$ cat config.mk
export PLATFORM = sky130hd
export DESIGN_NAME = max_pooling_2x2
export DESIGN_NICKNAME = d
export VERILOG_FILES = /design/src/rtl/pool_pkg.sv /design/src/rtl/pool_line_buf.sv /design/src/rtl/max_pooling_2x2.sv
export SDC_FILE = /design/constraint.sdc
export NUM_CORES = 1
export LEC_CHECK = 0
export ABC_AREA = 0
export BUFFER_PORTS_ARGS = -buffer_cell sky130_fd_sc_hd__buf_4
export CAP_MARGIN = 20
export CORE_UTILIZATION = 25
export CTS_CLUSTER_SIZE = 14
export DETAILED_ROUTE_END_ITERATION = 7
export REMOVE_ABC_BUFFERS = 1
export SKIP_LAST_GASP = 1
export SLEW_MARGIN = 0
export SYNTH_ARGS = -nofsm -noshare
export SYNTH_HDL_FRONTEND = slang
export SYNTH_SLANG_ARGS = --single-unit
$ cat constraint.sdc
create_clock -name clk -period 6.2 [get_ports clk]
set_clock_uncertainty 0.05 [all_clocks]
set_input_delay 0 -clock clk [delete_from_list [all_inputs] [get_ports clk]]
set_output_delay 0 -clock clk [all_outputs]
set_load 0.005 [all_outputs]
$ cat src/rtl/pool_pkg.sv
// Shared constants and element type for the 2x2 max-pooling datapath.
// Also used by the convolution demux and the main buffer.
package pool_pkg;
    localparam int POOL_DATA_WIDTH = 32;
    localparam int POOL_FMAP_W     = 8;
    localparam int POOL_FMAP_H     = 8;

    typedef logic signed [POOL_DATA_WIDTH-1:0] pool_elem_t;

    // Counter/index width for a range of values, never narrower than one bit.
    function automatic int cnt_width(input int range);
        return (range > 1) ? $clog2(range) : 1;
    endfunction
endpackage

$ cat src/rtl/pool_line_buf.sv
// Half-row line buffer: holds the horizontal maxima of the even row until
// the matching odd row arrives. One write port, asynchronous read.
module pool_line_buf #(
    parameter int DATA_WIDTH = 32,
    parameter int DEPTH      = 4,
    parameter int AW         = 2
) (
    input  logic                  clk,
    input  logic                  we,
    input  logic [AW-1:0]         waddr,
    input  logic [DATA_WIDTH-1:0] wdata,
    input  logic [AW-1:0]         raddr,
    output logic [DATA_WIDTH-1:0] rdata
);
    // No reset: every entry is rewritten on the even row before it is read.
    logic [DATA_WIDTH-1:0] mem [DEPTH];

    always_ff @(posedge clk) begin
        if (we) mem[waddr] <= wdata;
    end

    assign rdata = mem[raddr];
endmodule

$ cat src/rtl/max_pooling_2x2.sv
// Streaming 2x2 / stride-2 signed max pooling over a row-major feature map,
// with a single-entry output register and valid/ready handshakes.
module max_pooling_2x2
    import pool_pkg::*;
#(
    parameter int DATA_WIDTH = POOL_DATA_WIDTH,
    parameter int FMAP_W     = POOL_FMAP_W,
    parameter int FMAP_H     = POOL_FMAP_H
) (
    input  logic                  clk,
    input  logic                  rst,
    input  logic [DATA_WIDTH-1:0] in_data,
    input  logic                  in_valid,
    output logic                  in_ready,
    output logic [DATA_WIDTH-1:0] out_data,
    output logic                  out_valid,
    input  logic                  out_ready,
    output logic                  out_last
);
    localparam int CW       = cnt_width(FMAP_W);
    localparam int RW       = cnt_width(FMAP_H);
    localparam int LB_DEPTH = FMAP_W / 2;
    localparam int LW       = cnt_width(LB_DEPTH);

    logic [CW-1:0] col, col_nxt;
    logic [RW-1:0] row, row_nxt;
    logic [LW-1:0] lb_idx;

    logic signed [DATA_WIDTH-1:0] in_s;
    logic signed [DATA_WIDTH-1:0] pair;
    logic signed [DATA_WIDTH-1:0] h;
    logic signed [DATA_WIDTH-1:0] lb_rd;
    logic signed [DATA_WIDTH-1:0] pool;
    logic [DATA_WIDTH-1:0]        lb_rdata;

    logic in_xfer, out_xfer;
    logic col_end, row_end;
    logic lb_we, out_load, frame_end;

    // Only out_ready reaches in_ready combinationally.
    assign in_ready = !out_valid || out_ready;
    assign in_xfer  = in_valid && in_ready;
    assign out_xfer = out_valid && out_ready;

    assign col_end = (col == CW'(FMAP_W - 1));
    assign row_end = (row == RW'(FMAP_H - 1));

    always_comb begin
        col_nxt = col;
        row_nxt = row;
        if (col_end) begin
            col_nxt = '0;
            row_nxt = row_end ? '0 : row + 1'b1;
        end else begin
            col_nxt = col + 1'b1;
        end
    end

    assign in_s   = in_data;
    assign lb_idx = LW'(col >> 1);
    assign lb_rd  = lb_rdata;

    // Ties pick either operand; both carry the same value.
    assign h    = (pair >= in_s) ? pair : in_s;
    assign pool = (h >= lb_rd) ? h : lb_rd;

    assign lb_we     = in_xfer && col[0] && !row[0];
    assign out_load  = in_xfer && col[0] && row[0];
    assign frame_end = row_end && col_end;

    always_ff @(posedge clk) begin
        if (rst) begin
            col  <= '0;
            row  <= '0;
            pair <= '0;
        end else if (in_xfer) begin
            col <= col_nxt;
            row <= row_nxt;
            if (!col[0]) pair <= in_s;
        end
    end

    // A load can only happen with in_ready high, so a stalled result is
    // never overwritten; accept-and-load in one cycle keeps out_valid set.
    always_ff @(posedge clk) begin
        if (rst) begin
            out_valid <= 1'b0;
            out_last  <= 1'b0;
            out_data  <= '0;
        end else if (out_load) begin
            out_valid <= 1'b1;
            out_last  <= frame_end;
            out_data  <= pool;
        end else if (out_xfer) begin
            out_valid <= 1'b0;
        end
    end

    pool_line_buf #(
        .DATA_WIDTH (DATA_WIDTH),
        .DEPTH      (LB_DEPTH),
        .AW         (LW)
    ) u_line_buf (
        .clk   (clk),
        .we    (lb_we),
        .waddr (lb_idx),
        .wdata (h),
        .raddr (lb_idx),
        .rdata (lb_rdata)
    );
endmodule

==> impl_metrics.yaml <==
run_status:
  status: "finished, final reports clean"
logic_synthesis:
  yosysTopAreaCell: "edfxtp_1"
  syn-cell-area_um2: 9700
  synth_area_leaders: "edfxtp_1 (40%), dfxtp_1 (15%), ha_1 (8.8%), mux4_2 (7.4%), nand2_1 (3.6%)"
  ys_ff_latch: 202
  yosysTopAreaCellShare_pct: 39.6
  ys_seq_area_share_pct: 54.9
  syn_avg_cell_area_um2: 12.5
  synth.distinct_cells: 49
  syn_inst: 775
  synth_warnings: 0
floorplanning:
  num_rows: 71
  die_area_um2: 39600
  die_h_um: 199
  core_area_um2: 37900
  start_util_pct: 25.6
  die_w_um: 199
  ioPinCount: 71
global_routing:
  grt_antenna_before_repair: 0
  grt_use_total_pct: 12.6
  grt_first_pass_wirelength_um: 38300
  gr-total-overflow: 0
  grt_max_degree: 81
  grt_pass1_vias: 6644
timing:
  worst_pin_slew_ns: 0.926
  max_slew_margin_pct: 38.2
  rsz0062_at_grt: "no"
  clock.fmax_ghz: 0.179
  drv_slew: 0
  hold_viol_final: 0
  post-route-period-util_pct: 89.9
  finalSetupViolCount: 0
  min_period_ns: 5.57
setup_path:
  ff2ff_setup_slack_ns: 0.63
  crit_path_start_kind: "register"
  path_class: "register to register"
  arrival_ns: 5.96
  cp_max_fo: 31
  critPathCaptureType: "register"
  required_ns: 6.59
routing:
  routedWlPerCell_um: 17.3
  via_count: 6527
  drc: 0
  drt_pass1_iterations: 4
  viasPerCell: 4.60
  drt_iter0_drc: 366
  ant_nets: 0
  wl_um: 24600
clock_tree:
  cts.sinks: 202
  cts_root_buffer: "clkbuf_16"
  cts_max_path_buffers: 3
  cts_max_level: 1
  cts_buffers: 21
  clk_latency_ns: 0.50
  clkTransAtPathRegs_ns: 0.06
  cts_setup_buffers: 0
  cts_tree: "done"
min_path:
  hp-class: "primary input to register"
power:
  ir_drop_v: 0.000136
  power.density_nw_per_um2: 271
  p_leak_nw: 4.75
  p_total_mw: 3.28
job:
  maxCapViolCount: 0
placement:
  numPortBuffers: 70
  place_congestion: 0.735
  place_area_um2: 10800
  hpwl_um: 16100
finish:
  nFillCells: 3793
  area_growth_pct: 24.8
  n_antenna_cell: 0
  stdcell_area_um2: 12100
  layout-drive-gt1-share_pct: 21.5
  multi_input_area_um2: 3950
  regArea_um2: 5330
  fin_nets: 997
==> logic make-up after synthesis <==
kind of cell	share of synthesized area, %
simple gates	10.8
flops	54.9
buf+inv	4.66
compound gates	8.87
mux	12.0
fa+ha+maj	8.78
==> critical path: stages, from the launching register on <==
cell and delay, ns:
dfxtp_1 0.35, inv_1 0.06, ha_1 0.25, nand2b_1 0.14, a2111o_1 0.40, a211oi_1 0.33
o41ai_1 0.18, a211oi_4 0.33, buf_12 0.26, mux2_4 0.36, ha_1 0.32, nand4_1 0.20
or4_1 0.61, o32ai_1 0.27, o211ai_1 0.12, a31o_2 0.41, nor3_4 0.20, buf_4 0.40
a221o_1 0.23
==> metrics by stage <==
stage | TNS, ns | cells | utilization, % | hold WS [ns] | setup WS (ns)
final | 0 | 1418 | 31.9 | 0.277 | 0.629
after global routing | 0 | 1418 | 31.9 | 0.291 | 0.392
after CTS | 0 | 1418 | 31.9 | 0.268 | 0.642
after detailed placement | 0 | 1330 | 28.6 | 0.226 | 0.664
after global placement | 0 | 1330 | 28.6 | 0.217 | 0.752
after floorplan | -1.71 | 732 | - | 0.0191 | -0.0676
==> cell type report <==
type                       instances  area share (%)
clock buffer                      30            5.22
clock inverter                     7           0.900
inverter                          68            2.11
multi-input combinational        462            32.6
sequential                       202            44.0
tap                              511            5.29
timing repair buffer             138            9.83
==> cells in the mapped netlist (all sizes together) <==
library cell,number
mux2i,1
nor2,12
nand2b,5
ha,68
buf,10
clkbuf,33
o32ai,1
o211ai,2
or4,2
or3,2
mux4,32
dfxtp,74
and2,1
a221oi,1
nor4,1
a211o,7
inv,68
a21oi,69
mux2,31
a2111oi,1
nor4b,7
a221o,25
edfxtp,128
nor3b,33
nor3,26
nand4b,1
nand4,9
o21a,3
o21ai,10
nand2,92
nand3b,1
a211oi,3
a31o,1
o41ai,1
a2111o,1
nand3,6
o21bai,1
o22a,1
and3,4
and4,1
==> where the power goes <==
group / internal [mW] / switching, mW
registers: 1.48 / 0.0197
clock network: 0.833 / 0.512
logic: 0.191 / 0.248
total: 2.50 / 0.780
==> cells in the final DEF, fill, tap and decap left out, types with 4 or more instances in the layout <==
| master | synthesis | final |
|---|---|---|
| a211o_1 | 7 | 7 |
| a21oi_1 | 68 | 68 |
| a221o_1 | 25 | 25 |
| and3_1 | 4 | 4 |
| buf_4 | 2 | 85 |
| clkbuf_1 | 33 | 4 |
| clkbuf_16 | 0 | 23 |
| dfxtp_1 | 74 | 73 |
| dlygate4sd3_1 | 0 | 51 |
| edfxtp_1 | 128 | 128 |
| ha_1 | 68 | 68 |
| inv_1 | 68 | 68 |
| mux2_2 | 9 | 9 |
| mux2_4 | 22 | 22 |
| mux4_2 | 32 | 32 |
| nand2_1 | 92 | 92 |
| nand2b_1 | 5 | 4 |
| nand3_1 | 6 | 5 |
| nand4_1 | 9 | 9 |
| nor2_1 | 12 | 9 |
| nor3_1 | 25 | 25 |
| nor3b_1 | 33 | 32 |
| nor4b_1 | 7 | 7 |
| o21ai_0 | 10 | 10 |
==> layer usage <==
| metal | global-route usage (%) | vias up | routed length [um] |
|---|---|---|---|
| li1 | - | 3121 | - |
| met1 | 16.4 | 3231 | 10900 |
| met2 | 21.7 | 143 | 12000 |
| met3 | 1.88 | 32 | 1200 |
| met4 | 3.48 | 0 | 443 |
| met5 | 0 | - | 0 |
==> flip-flops by register name, summed over array words and instances, names as in the netlist, named ones only <==
register and flops:
row 3, col 3, out_data 32, out_valid 1, out_last 1, pair 32, u_line_buf.mem 128
==> path summary, 6_finish.rpt <==
path / start / endpoint / depth (start not counted)
worst max-delay path: pair[0] / out_data[21] / 18
worst min-delay path: in_data[9] / pair[9] / 4
worst max register to register: pair[0] / out_data[21] / 18
worst min register to register: out_last / out_last / 2
==> timing repair <==
item	in CTS	in global routing
hold buffers	51	0
endpoints found under the hold margin	198	0
resized for setup	0	0
Note: power is estimated with default switching activity, not from simulation.
